### src/rtl/clk_gate_pkg.sv
// Shared types and limits for the clock-gating controller.
package clk_gate_pkg;

    // Controller state; encodings are visible on state_o.
    typedef enum logic [1:0] {
        ST_RUN       = 2'd0,
        ST_IDLE_WAIT = 2'd1,
        ST_GATED     = 2'd2,
        ST_WAKE      = 2'd3
    } clk_gate_state_e;

    // Largest legal WAKE_CYCLES; it sizes the wake counter.
    localparam int CLK_GATE_WAKE_MAX = 15;

endpackage : clk_gate_pkg

### src/rtl/clk_gate_ctrl_icg.sv
// Behavioural integrated clock-gating cell. The enable is captured by a
// latch that is transparent while clk_i is low and holds while clk_i is high.
// The enable can therefore only change while the clock is low, so clk_o
// cannot produce a runt pulse.
module pulp_clock_gating2 (
    input  logic clk_i,
    input  logic en_i,
    input  logic test_en_i,
    output logic clk_o
);

    logic en_latch;

    // Enable latch, transparent during the low phase of clk_i.
    always_latch begin
        if (!clk_i) begin
            en_latch = en_i | test_en_i;
        end
    end

    assign clk_o = clk_i & en_latch;

endmodule : pulp_clock_gating2

### src/rtl/clk_gate_ctrl.sv
// Clock-gating controller for a single downstream domain.
//
// The controller watches downstream idleness. After a programmable number
// of idle cycles, or on a software request, it gates the domain clock.
// Any sign of pending work wakes the clock again. ready_o reports when the
// clock has been running for WAKE_CYCLES root cycles.
//
// Software handshake (4-phase): sw_gate_req_i rises, then sw_gate_ack_o
// rises once the domain is gated. The request falls, and the ack falls on
// the following edge. If a wake cause ends the gated period while the
// request is still high, the ack drops. It rises again only when the
// controller re-enters GATED.
module clk_gate_ctrl
    import clk_gate_pkg::*;
#(
    parameter int IDLE_CNT_W  = 8,
    parameter int WAKE_CYCLES = 2,
    parameter int COUNT_W     = 16
) (
    input  logic                  clk_i,
    input  logic                  rst_i,
    input  logic                  test_en_i,
    input  logic                  auto_en_i,
    input  logic [IDLE_CNT_W-1:0] idle_thresh_i,
    input  logic                  busy_i,
    input  logic                  wake_req_i,
    input  logic                  sw_gate_req_i,
    output logic                  sw_gate_ack_o,
    output logic                  clk_o,
    output logic                  clk_en_o,
    output logic                  ready_o,
    output logic [1:0]            state_o,
    output logic [COUNT_W-1:0]    gated_cycles_o
);

    localparam int WAKE_W = $clog2(CLK_GATE_WAKE_MAX + 1);
    localparam logic [WAKE_W-1:0] WAKE_LAST = WAKE_W'(WAKE_CYCLES - 1);

    clk_gate_state_e       state, state_nxt;
    logic [IDLE_CNT_W-1:0] idle_cnt, idle_cnt_nxt;
    logic [WAKE_W-1:0]     wake_cnt, wake_cnt_nxt;
    logic [COUNT_W-1:0]    gated_cnt;
    logic                  gate_cond;
    logic                  wake_cause;

    // Busy or pending work always blocks gating, including against a
    // software request.
    assign gate_cond  = ~busy_i & ~wake_req_i & (auto_en_i | sw_gate_req_i);
    assign wake_cause = wake_req_i | busy_i | (~auto_en_i & ~sw_gate_req_i);

    // Next-state and counter-update logic.
    always_comb begin
        state_nxt    = state;
        idle_cnt_nxt = idle_cnt;
        wake_cnt_nxt = wake_cnt;
        unique case (state)
            ST_RUN: begin
                if (gate_cond) begin
                    state_nxt    = ST_IDLE_WAIT;
                    idle_cnt_nxt = '0;
                end
            end
            ST_IDLE_WAIT: begin
                // Losing the gate condition has priority over both exits.
                // The threshold compare fires before idle_cnt can wrap.
                if (!gate_cond) begin
                    state_nxt = ST_RUN;
                end else if (sw_gate_req_i || (idle_cnt == idle_thresh_i)) begin
                    state_nxt = ST_GATED;
                end else begin
                    idle_cnt_nxt = idle_cnt + 1'b1;
                end
            end
            ST_GATED: begin
                if (wake_cause) begin
                    state_nxt    = ST_WAKE;
                    wake_cnt_nxt = '0;
                end
            end
            ST_WAKE: begin
                // Gate requests are ignored here; they are honoured once in RUN.
                wake_cnt_nxt = wake_cnt + 1'b1;
                if (wake_cnt == WAKE_LAST) begin
                    state_nxt = ST_RUN;
                end
            end
            default: begin
                state_nxt = ST_WAKE;
            end
        endcase
    end

    // State, counters and registered outputs. Reset leaves the clock
    // running in WAKE, so the domain restarts exactly as it does on a wake.
    always_ff @(posedge clk_i or posedge rst_i) begin
        if (rst_i) begin
            state         <= ST_WAKE;
            idle_cnt      <= '0;
            wake_cnt      <= '0;
            clk_en_o      <= 1'b1;
            ready_o       <= 1'b0;
            sw_gate_ack_o <= 1'b0;
        end else begin
            state         <= state_nxt;
            idle_cnt      <= idle_cnt_nxt;
            wake_cnt      <= wake_cnt_nxt;
            clk_en_o      <= (state_nxt != ST_GATED);
            ready_o       <= (state_nxt == ST_RUN) || (state_nxt == ST_IDLE_WAIT);
            sw_gate_ack_o <= (state_nxt == ST_GATED) && sw_gate_req_i;
        end
    end

    // Saturating count of root cycles spent in GATED.
    always_ff @(posedge clk_i or posedge rst_i) begin
        if (rst_i) begin
            gated_cnt <= '0;
        end else if ((state == ST_GATED) && (gated_cnt != '1)) begin
            gated_cnt <= gated_cnt + 1'b1;
        end
    end

    assign state_o        = state;
    assign gated_cycles_o = gated_cnt;

    // test_en_i forces the gated clock on without affecting the FSM.
    pulp_clock_gating2 u_icg (
        .clk_i     (clk_i),
        .en_i      (clk_en_o),
        .test_en_i (test_en_i),
        .clk_o     (clk_o)
    );

endmodule : clk_gate_ctrl

### config.mk
export PLATFORM = sky130hd
export DESIGN_NAME = clk_gate_ctrl
export DESIGN_NICKNAME = d
export VERILOG_FILES = /design/src/rtl/clk_gate_pkg.sv /design/src/rtl/clk_gate_ctrl_icg.sv /design/src/rtl/clk_gate_ctrl.sv
export SDC_FILE = /design/constraint.sdc
export NUM_CORES = 1
export LEC_CHECK = 0
export ABC_AREA = 1
export BUFFER_PORTS_ARGS = -buffer_cell sky130_fd_sc_hd__buf_2
export CORE_ASPECT_RATIO = 1.2
export CORE_MARGIN = 8
export CORE_UTILIZATION = 45
export CTS_BUF_LIST = sky130_fd_sc_hd__clkbuf_8
export DETAILED_ROUTE_END_ITERATION = 10
export GPL_TIMING_DRIVEN = 0
export PLACE_DENSITY_LB_ADDON = 0.12
export SLEW_MARGIN = 20
export SYNTH_ARGS = -nofsm -noshare
export SYNTH_HDL_FRONTEND = slang
export SYNTH_SLANG_ARGS = --single-unit
### constraint.sdc
create_clock -name clk_i -period 1.4 [get_ports clk_i]
set_input_delay 0.14 -clock clk_i [delete_from_list [all_inputs] [get_ports clk_i]]
set_output_delay 0.14 -clock clk_i [all_outputs]
set_load 0.005 [all_outputs]
### Word level (Yosys, flattened, before mapping)

Cells that the tools add are included.

* multiplexer cells: 13
* reduce and logical (&&, ||, !) cells: 10
* eq/ne operators: 13
* bitwise logic cells: 12
* add/subtract/negate cells: 3

Operators by type and width (count)
* $mux W8: 3
* $add A16 B1 Y16 const B: 1
* $ne A16 B16 Y1 const B: 1
* $pmux W8 S2: 1
* $mux W2: 5
* $ne A2 B2 Y1 const B: 5
* $add A8 B1 Y8 const B: 1
* $eq A8 B8 Y1: 1
* $pmux W2 S4: 1
* $pmux W4 S2: 1
* $eq A2 B2 Y1 const B: 3
* $add A4 B1 Y4 const B: 1
* $and A1 B1 Y1: 4
* $eq A2 B1 Y1 const B: 2
* $eq A4 B1 Y1 const B: 1
* $logic_not A2 Y1: 2
* $mux W4: 1
* $not A1 Y1: 4
* $or A1 B1 Y1: 4
* $reduce_and A4 Y1: 1
* $reduce_bool A2 Y1: 2
* $logic_and A1 B1 Y1: 2
* $logic_or A1 B1 Y1: 2
* $reduce_and A2 Y1: 1
* $mux W1: 1

* bits of input ports: 15
* flip-flop bits (word level): 33
* bits in latches: 1
* output and inout port bits: 22
* logic and storage cells: 59

### Logic depth before layout (Yosys ltp)

* word-level depth: 7
* gate-level depth with buffers: 12
* mapped depth without buffers: 11

### By module

A second synthesis with hierarchy kept.

* cell total of the unflattened synthesis: 231
* area total of the unflattened synthesis: 1909.3 um2

Modules (own cells, without submodules)
* clk_gate_ctrl: cells an instance 225, area an instance 1875.5 um2, sequential area each 829.5 um2, instances 1
* pulp_clock_gating2: cells an instance 6, area an instance 33.8 um2, sequential area each 0.0 um2, instances 1

==> flow_metrics.tcl <==
set metrics [dict create \
    status "complete, but fails checks" \
    violations "negative setup slack" \
    path_max_fanout 1 \
    firstDrtPassIters 4 \
    rsz0062_at_grt "yes" \
    dp_hpwl_um 3140 \
    path_clk_slew_ns 0.07 \
    finalHoldViolations 0 \
    synth_area_um2 1909 \
    area_growth_pct 36.37 \
    drv_slew 0 \
    start_kind "latch" \
    grt_usage 0.1572 \
    final_cell_mix "68 x nand2_1, 38 x buf_2, 29 x inv_1" \
    synth_edf_count 0 \
    fin_area_um2 2604 \
    finalPower_w 0.003861 \
    syn_area_per_cell_um2 7.637 \
    layout_commonest_cell "nand2_1" \
    hold_class "input port to register" \
    dp_cells 342 \
    antennaDiodeCount 0 \
    dieArea_um2 6592 \
    post_drt_wl_per_cell_um 12.57 \
    synth-warning-count 0 \
    ys.flop_type "dfrtp_1" \
    viasPerCell 4.784 \
    portBuffers 36 \
    leakagePower_nw 1.324 \
    worst_slew_pin_slew_ns 0.6839 \
    place_congestion 0.8308 \
    first_global_vias 1840 \
    synth_seq_cells 34 \
    cts_tree "yes" \
    core.rowCount 26 \
    final_nets 333 \
    postSynthCellCount 250 \
    fin_worst_skew_ns 0.003584 \
    drive_gt1_frac 0.3492 \
    vdd_drop_max_mv 1.086 \
    crit_required_ns 1.26 \
    grt_overflow 0 \
    io_pins 37 \
    die_w_um 75.46 \
    syn_nets 269 \
    coreArea_um2 4164 \
    final_antenna_net_count 0 \
    initial_core_util 0.4585 \
    grt_pass1_wl_um 7790 \
    end_kind "primary output" \
    clock_latency_ns 0.39 \
    finalNonFillerCells 371 \
    final-setup-viol-count 26 \
    synth_area_leaders "dfrtp_1 39%, nand2_1 15%, inv_1 5.9%" \
    place_area_um2 2173 \
    synth_top_area_cell "dfrtp_1" \
    powerDensity_nw_per_um2 1483 \
    initialDrtViolationCount 64 \
    drc 0 \
    slew_headroom 0.5434 \
    synth_top_area_share 0.3932 \
    vias 1775 \
    finalWorstSetupSlack_ns -0.4208 \
    cap_violations 0 \
    synth_cell_types 23 \
    grt_antenna_before_repair 0 \
    synthArstFlopShare 0.9706 \
    grt_max_degree 34 \
    dp_slack_ns -0.3184 \
    wl_um 4663 \
    critPathKind "latch to primary output" \
    critPathArrivalTime_ns 1.68 \
    chipHeight_um 87.36 \
]
## routing by layer
metal / track usage / wire (µm) / vias up
met5: 0 / 0 / -
met4: 0.08932 / 118 / 0
li1: - / - / 911
met1: 0.1588 / 1913 / 817
met3: 0.05645 / 191 / 12
met2: 0.2683 / 2439 / 35
## where the power goes
part	switching (W)	internal, W
sequential	0.000217	0.00119
clock	0.000441	0.000740
combinational	0.000668	0.000601
## flip-flops by register name (all words and copies together) (netlist names)
register,flops
clk_en_o,1
gated_cycles_o,16
idle_cnt,8
ready_o,1
state_o,2
sw_gate_ack_o,1
u_icg.en_latch,1
wake_cnt,4
## final cells by class
| class | count | area, µm² |
|---|---|---|
| sequential | 34 | 847.1 |
| clock buffer | 9 | 115.1 |
| fill | 398 | 1560 |
| timing repair buffer | 53 | 320.3 |
| multi-input combinational | 178 | 1036 |
| tap | 56 | 70.07 |
| buffer | 5 | 43.79 |
| inverter | 32 | 122.6 |
| clock inverter | 4 | 48.80 |
## metrics by stage
stage	hold slack, ns	setup TNS, ns	util
floorplan	0.2243	-0.6783	-
global placement	0.2977	-4.595	0.5219
detailed placement	0.2945	-5.054	0.5219
CTS	0.02471	-4.127	0.6007
global route	0.04115	-6.771	0.6253
finish	0.02937	-3.381	0.6253
## kinds of logic after synthesis
family	share of synthesized area
AND/OR/NAND/NOR	0.2995
buffers and inverters	0.08585
flip-flops	0.4345
AO/OA/AOI/OAI	0.05439
XOR/XNOR	0.09174
adder cells (fa/ha/maj)	0.02621
latches	0.007861
## cells in the mapped netlist, types with 2 or more instances
| cell | number |
|---|---|
| a21oi_1 | 2 |
| buf_2 | 2 |
| buf_6 | 2 |
| dfrtp_1 | 30 |
| dfstp_2 | 3 |
| ha_1 | 4 |
| inv_1 | 30 |
| inv_2 | 3 |
| nand2_1 | 77 |
| nand2_2 | 4 |
| nand3_1 | 15 |
| nand4_1 | 5 |
| nor2_1 | 22 |
| nor3_1 | 6 |
| nor3_2 | 2 |
| o21ai_0 | 3 |
| o21ai_1 | 12 |
| o22ai_1 | 3 |
| or2_2 | 3 |
| xnor2_1 | 10 |
| xor2_1 | 10 |
## critical path, stage by stage (launching register included)
cell	delay, ns
dlxtn_1	0.39
nand2_1	0.04
inv_1	0.04
buf_2	0.10
## worst paths after layout
kind	startpoint	endpoint	slack, ns	cells after the start
worst max-delay path	u_icg.en_latch	clk_o	-0.42	3
min in group asynchronous	rst_i	idle_cnt[7]	0.40	3
worst min-delay path	sw_gate_req_i	sw_gate_ack_o	0.03	3
worst min register to register	wake_cnt[0]	wake_cnt[0]	0.53	1
max in group asynchronous	rst_i	gated_cycles_o[5]	0.52	3
worst max register to register	gated_cycles_o[0]	gated_cycles_o[5]	-0.24	9
## timing repair
action	CTS	global route
hold endpoints to repair	30	0
gates cloned	2	0
hold buffers	1	0
gates resized for setup	23	16
pin swaps	5	6
setup endpoints to repair	28	30
setup buffers	10	6
No activity file was read; power rests on OpenSTA's default activity.
